[config.mk]
export PLATFORM = sky130hd
export DESIGN_NAME = pipe_stage_reg
export DESIGN_NICKNAME = d
export VERILOG_FILES = /design/src/rtl/pipe_pkg.sv /design/src/rtl/sat_counter.sv /design/src/rtl/pipe_stage_reg.sv
export SDC_FILE = /design/constraint.sdc
export NUM_CORES = 1
export LEC_CHECK = 0
export ABC_AREA = 1
export BUFFER_PORTS_ARGS = -buffer_cell sky130_fd_sc_hd__buf_2
export CORE_MARGIN = 5
export CORE_UTILIZATION = 54
export CTS_CLUSTER_DIAMETER = 100
export DETAILED_ROUTE_END_ITERATION = 10
export HOLD_SLACK_MARGIN = 0.03
export PLACE_DENSITY = 0.84
export SLEW_MARGIN = 20
export SYNTH_ARGS = -nofsm -noshare
export SYNTH_HDL_FRONTEND = slang
export SYNTH_SLANG_ARGS = --single-unit
[constraint.sdc]
create_clock -name clk_i -period 1.8 [get_ports clk_i]
set_input_delay 0.18 -clock clk_i [delete_from_list [all_inputs] [get_ports clk_i]]
set_output_delay 0.18 -clock clk_i [all_outputs]
set_load 0.01 [all_outputs]
[src/rtl/pipe_pkg.sv]
// Shared types and constants for the pipeline-stage register.
package pipe_pkg;

    typedef enum logic [1:0] {
        ST_EMPTY = 2'd0,
        ST_FULL  = 2'd1,
        ST_SKID  = 2'd2
    } stage_state_t;

    localparam int CTRL_W_DEF = 8;
    localparam int DATA_W_DEF = 128;
    localparam int CNT_W_DEF  = 16;

    localparam int CTRL_REGWRITE = 0;
    localparam int CTRL_MEMTOREG = 1;
    localparam int CTRL_MEMREAD  = 2;
    localparam int CTRL_MEMWRITE = 3;
    localparam int CTRL_ALUOP    = 4;
    localparam int CTRL_ALUSRC   = 6;

endpackage

[src/rtl/sat_counter.sv]
// Saturating up-counter; holds at all-ones instead of wrapping.
module sat_counter #(
    parameter int W = 16
) (
    input  logic         clk_i,
    input  logic         rst_i,
    input  logic         inc_i,
    output logic [W-1:0] cnt_o
);

    logic [W-1:0] cnt_q;

    always_ff @(posedge clk_i) begin
        if (rst_i) begin
            cnt_q <= '0;
        end else if (inc_i && (cnt_q != {W{1'b1}})) begin
            cnt_q <= cnt_q + 1'b1;
        end
    end

    assign cnt_o = cnt_q;

endmodule

[src/rtl/pipe_stage_reg.sv]
// Generic pipeline-stage register: ctrl/data under valid/ready,
// with bubble, flush, optional skid entry and stall/bubble counters.
module pipe_stage_reg
    import pipe_pkg::*;
#(
    parameter int CTRL_W  = CTRL_W_DEF,
    parameter int DATA_W  = DATA_W_DEF,
    parameter bit SKID_EN = 1'b1,
    parameter int CNT_W   = CNT_W_DEF
) (
    input  logic              clk_i,
    input  logic              rst_i,
    input  logic              in_valid_i,
    output logic              in_ready_o,
    input  logic [CTRL_W-1:0] in_ctrl_i,
    input  logic [DATA_W-1:0] in_data_i,
    input  logic              noop_i,
    input  logic              flush_i,
    output logic              out_valid_o,
    input  logic              out_ready_i,
    output logic [CTRL_W-1:0] out_ctrl_o,
    output logic [DATA_W-1:0] out_data_o,
    output logic [CNT_W-1:0]  stall_cnt_o,
    output logic [CNT_W-1:0]  bubble_cnt_o
);

    stage_state_t      state_q;
    stage_state_t      state_d;
    logic [CTRL_W-1:0] main_ctrl_q;
    logic [DATA_W-1:0] main_data_q;
    logic [CTRL_W-1:0] skid_ctrl_q;
    logic [DATA_W-1:0] skid_data_q;
    logic              rdy_q;
    logic              accept;
    logic              emit;
    logic              load_main;
    logic              load_skid;
    logic              move_skid;
    logic [CTRL_W-1:0] in_ctrl_eff;

    assign out_valid_o = (state_q != ST_EMPTY);
    assign out_ctrl_o  = main_ctrl_q;
    assign out_data_o  = main_data_q;

    // Without the skid entry, ready must look through to downstream.
    assign in_ready_o = SKID_EN ? rdy_q
                                : (~out_valid_o | out_ready_i);

    assign accept      = in_valid_i & in_ready_o;
    assign emit        = out_valid_o & out_ready_i;
    assign in_ctrl_eff = noop_i ? '0 : in_ctrl_i;

    always_comb begin
        state_d   = state_q;
        load_main = 1'b0;
        load_skid = 1'b0;
        move_skid = 1'b0;
        unique case (state_q)
            ST_EMPTY: begin
                if (accept) begin
                    state_d   = ST_FULL;
                    load_main = 1'b1;
                end
            end
            ST_FULL: begin
                unique case (1'b1)
                    accept & emit: load_main = 1'b1;
                    accept & ~emit: begin
                        state_d   = ST_SKID;
                        load_skid = 1'b1;
                    end
                    ~accept & emit: state_d = ST_EMPTY;
                    default: ;
                endcase
            end
            ST_SKID: begin
                if (emit) begin
                    state_d   = ST_FULL;
                    move_skid = 1'b1;
                end
            end
            default: state_d = ST_EMPTY;
        endcase
        if (flush_i) begin
            state_d = ST_EMPTY;
        end
    end

    always_ff @(posedge clk_i) begin
        if (rst_i) begin
            state_q     <= ST_EMPTY;
            rdy_q       <= 1'b1;
            main_ctrl_q <= '0;
            main_data_q <= '0;
            skid_ctrl_q <= '0;
            skid_data_q <= '0;
        end else begin
            state_q <= state_d;
            rdy_q   <= (state_d != ST_SKID);
            // Flush drops control only; data keeps its old value.
            if (flush_i) begin
                main_ctrl_q <= '0;
            end else if (load_main) begin
                main_ctrl_q <= in_ctrl_eff;
                main_data_q <= in_data_i;
            end else if (move_skid) begin
                main_ctrl_q <= skid_ctrl_q;
                main_data_q <= skid_data_q;
            end
            if (load_skid && !flush_i) begin
                skid_ctrl_q <= in_ctrl_eff;
                skid_data_q <= in_data_i;
            end
        end
    end

    sat_counter #(.W(CNT_W)) u_stall_cnt (
        .clk_i (clk_i),
        .rst_i (rst_i),
        .inc_i (out_valid_o & ~out_ready_i),
        .cnt_o (stall_cnt_o)
    );

    sat_counter #(.W(CNT_W)) u_bubble_cnt (
        .clk_i (clk_i),
        .rst_i (rst_i),
        .inc_i (accept & noop_i & ~flush_i),
        .cnt_o (bubble_cnt_o)
    );

endmodule
==> results.ini <==
[logic_synthesis]
synth.most_common_cell=nor2_1
synth_cell_types=28
netlist.area_leader.share=0.4751
syn-instance-count=1891
synth_area_leaders=dfxtp_1, nor2_1, nand2_1
synthSimpleGateAreaFrac=0.3053
synth_top_area_cell=dfxtp_1
syn_area_per_cell_um2=6.840
ys_seq_area_frac=0.4751
syn_nets=2035
yosys-top-cells-count=nor2_1, nand2_1, dfxtp_1, o21ai_0
synthMuxAreaShare=0
synth_top_family_by_area=simple AND/OR/NAND/NOR gates
synthArstFlopShare=0
synth_warnings=0
synthXorXnorAreaFrac=0.008125
synth_compound_area_frac=0.1439
yosys_most_used_dff=dfxtp_1
synthAdderAreaFrac=0.001935
mappedNetlistArea_um2=12930
synth_edf_count=0
yosys_register_bits=307

[run_status]
outcome=complete, no violations

[sta]
final.period_utilization=0.9380
setup_viol=0
hold_viol=0
fin_ws_ps=111.5
max_freq_mhz=592.3
worst_pin_slew_ps=470.4
slew_headroom=0.6864
fin_worst_skew_ps=9.701
period_minus_slack_ps=1688
slew_violations=0

[placed_design]
gp_congestion=0.8915
dp_slack_ps=85.39
io_buffers=311
dp_hpwl_um=23830

[worst_hold_path]
hp-class=in2reg

[worst_setup_path]
arrival_ps=2160
crit_type=reg2reg
end_kind=flop
critPathMaxFanout=30
cp.required_ps=2270
startpoint_type=flop
regToRegSetupSlack_ps=110

[global_route]
grt_pass1_wl_um=67530
antenna_found_initial=4
grt_max_degree=107
grt_overflow_total=0
first_global_vias=13690
grtUsageTotal=0.3021

[floorplan]
initial_core_util=0.5494
die_x_um=164.8
placementRows=56
die_h_um=164.8
fp.coreArea_um2=23540
ios=312
die_area_um2=27150

[power]
total_power_mw=15.95
vdd_drop_max_mv=0.7381
power_density_nw_per_um2=922.9
leakagePower_nw=7.889

[finish]
nets=2432
nFillCells=1693
drive_above_1_share=0.1834
areaGrowthSynthToFinish_pct=33.62

[detailed_routing]
wire_per_inst_um=16.13
postRouteAntennaNets=0
dr.pass1.iters=7
vias=14210
drc=0
drt_wl_total_um=42520
drt_iter0_drc=1603
avgViaCountPerCell=5.390

[cts]
clock-sinks=307
clock_latency_ps=550
cts_root_buf=clkbuf_16
h-tree-depth=1
cts_made_buffers=31
cts_buffer_depth=3
clk_pin_slew_ps=70
cts_tree=yes

[job]
drv_cap=0

final cells by class:
class                      count  area (µm²)  share of cell area
inverter                      62       245.2             0.01419
antenna                        5       12.51           0.0007239
multi-input combinational   1399        5966              0.3452
tap                          319       399.1             0.02309
timing repair buffer         487        3425              0.1981
sequential                   307        6147              0.3557
clock buffer                  38       862.1             0.04988
clock inverter                19       227.7             0.01317
per-layer routing:
metal,wire length [µm],up-vias,track usage
li1,-,6787,-
met2,20430,785,0.5108
met3,3787,195,0.06464
met5,0,-,0
met1,15960,6440,0.3575
met4,2337,0,0.1660
worst max-delay path, cell delays in order, from the launching register on:
cell and delay, ps:
dfxtp_1 400, inv_1 140, nand3_4 120, inv_4 70
o21ai_4 250, buf_4 340, o21ai_0 150, nor2_1 140
cells in the final DEF, fill, tap and decap left out, types with 2 or more instances in the layout:
cell type,n
o21ai_0,256
o21ai_1,41
a31oi_1,8
dlygate4sd3_1,140
clkinv_2,7
buf_4,20
nand2_1,447
dfxtp_1,306
inv_1,54
inv_2,4
buf_12,14
clkbuf_8,6
xor2_1,7
clkinv_4,3
diode_2,5
bufinv_16,4
nor2_1,514
a21oi_1,60
xnor2_1,5
nand4_1,12
clkinvlp_4,4
nor2_4,4
nand2_2,3
clkbuf_16,32
nor3_1,2
ha_1,2
nand3_1,30
buf_2,311
inv_4,3
nor3b_1,2
state kept, by name, indices dropped and copies added (netlist names):
name / flops
out_data_o: 128
skid_data_q: 128
u_bubble_cnt.cnt_o: 16
u_stall_cnt.cnt_o: 16
out_ctrl_o: 8
skid_ctrl_q: 8
state_q: 2
in_ready_o: 1
path summary, 6_finish.rpt:
kind | from | end | cells past startpoint
worst max-delay path | state_q[1]$_SDFF_PP0_ | out_data_o[83]$_SDFFE_PP0P_ | 7
worst min-delay path | in_valid_i | state_q[0]$_SDFF_PP0_ | 4
worst max register to register | state_q[1]$_SDFF_PP0_ | out_data_o[83]$_SDFFE_PP0P_ | 7
worst min register to register | out_data_o[114]$_SDFFE_PP0P_ | out_data_o[114]$_SDFFE_PP0P_ | 2
cells by family after synthesis:
| logic type | count (synthesis) |
|---|---|
| fa+ha+maj | 2 |
| xor+xnor | 12 |
| simple gates | 1017 |
| compound gates | 368 |
| buf+inv | 185 |
| flops | 307 |
through the flow:
stage               hold slack [ps]  TNS [ps]  instance area (µm²)  utilization  instances
finish                        79.40         0                17280       0.7342       2636
global route                  77.71    -14.35                17280       0.7341       2635
CTS                           44.10         0                17210       0.7311       2627
detailed placement            444.4         0                14720       0.6253       2430
global placement              431.9         0                14720       0.6253       2430
floorplan                     309.7         0                12930            -       1891
report_power, final:
part | internal (mW) | switching (mW) | total (mW)
combinational | 0.824 | 1.14 | 1.97
clock | 3.99 | 2.80 | 6.79
sequential | 7.04 | 0.149 | 7.19
timing repair:
action                     4_1_cts  5_1_grt
hold buffers                   140        0
setup buffers                    0        3
gates resized for setup          0        4
hold endpoints to repair       249        0
setup endpoints to repair        0       99
(Power assumes the default switching activity.)
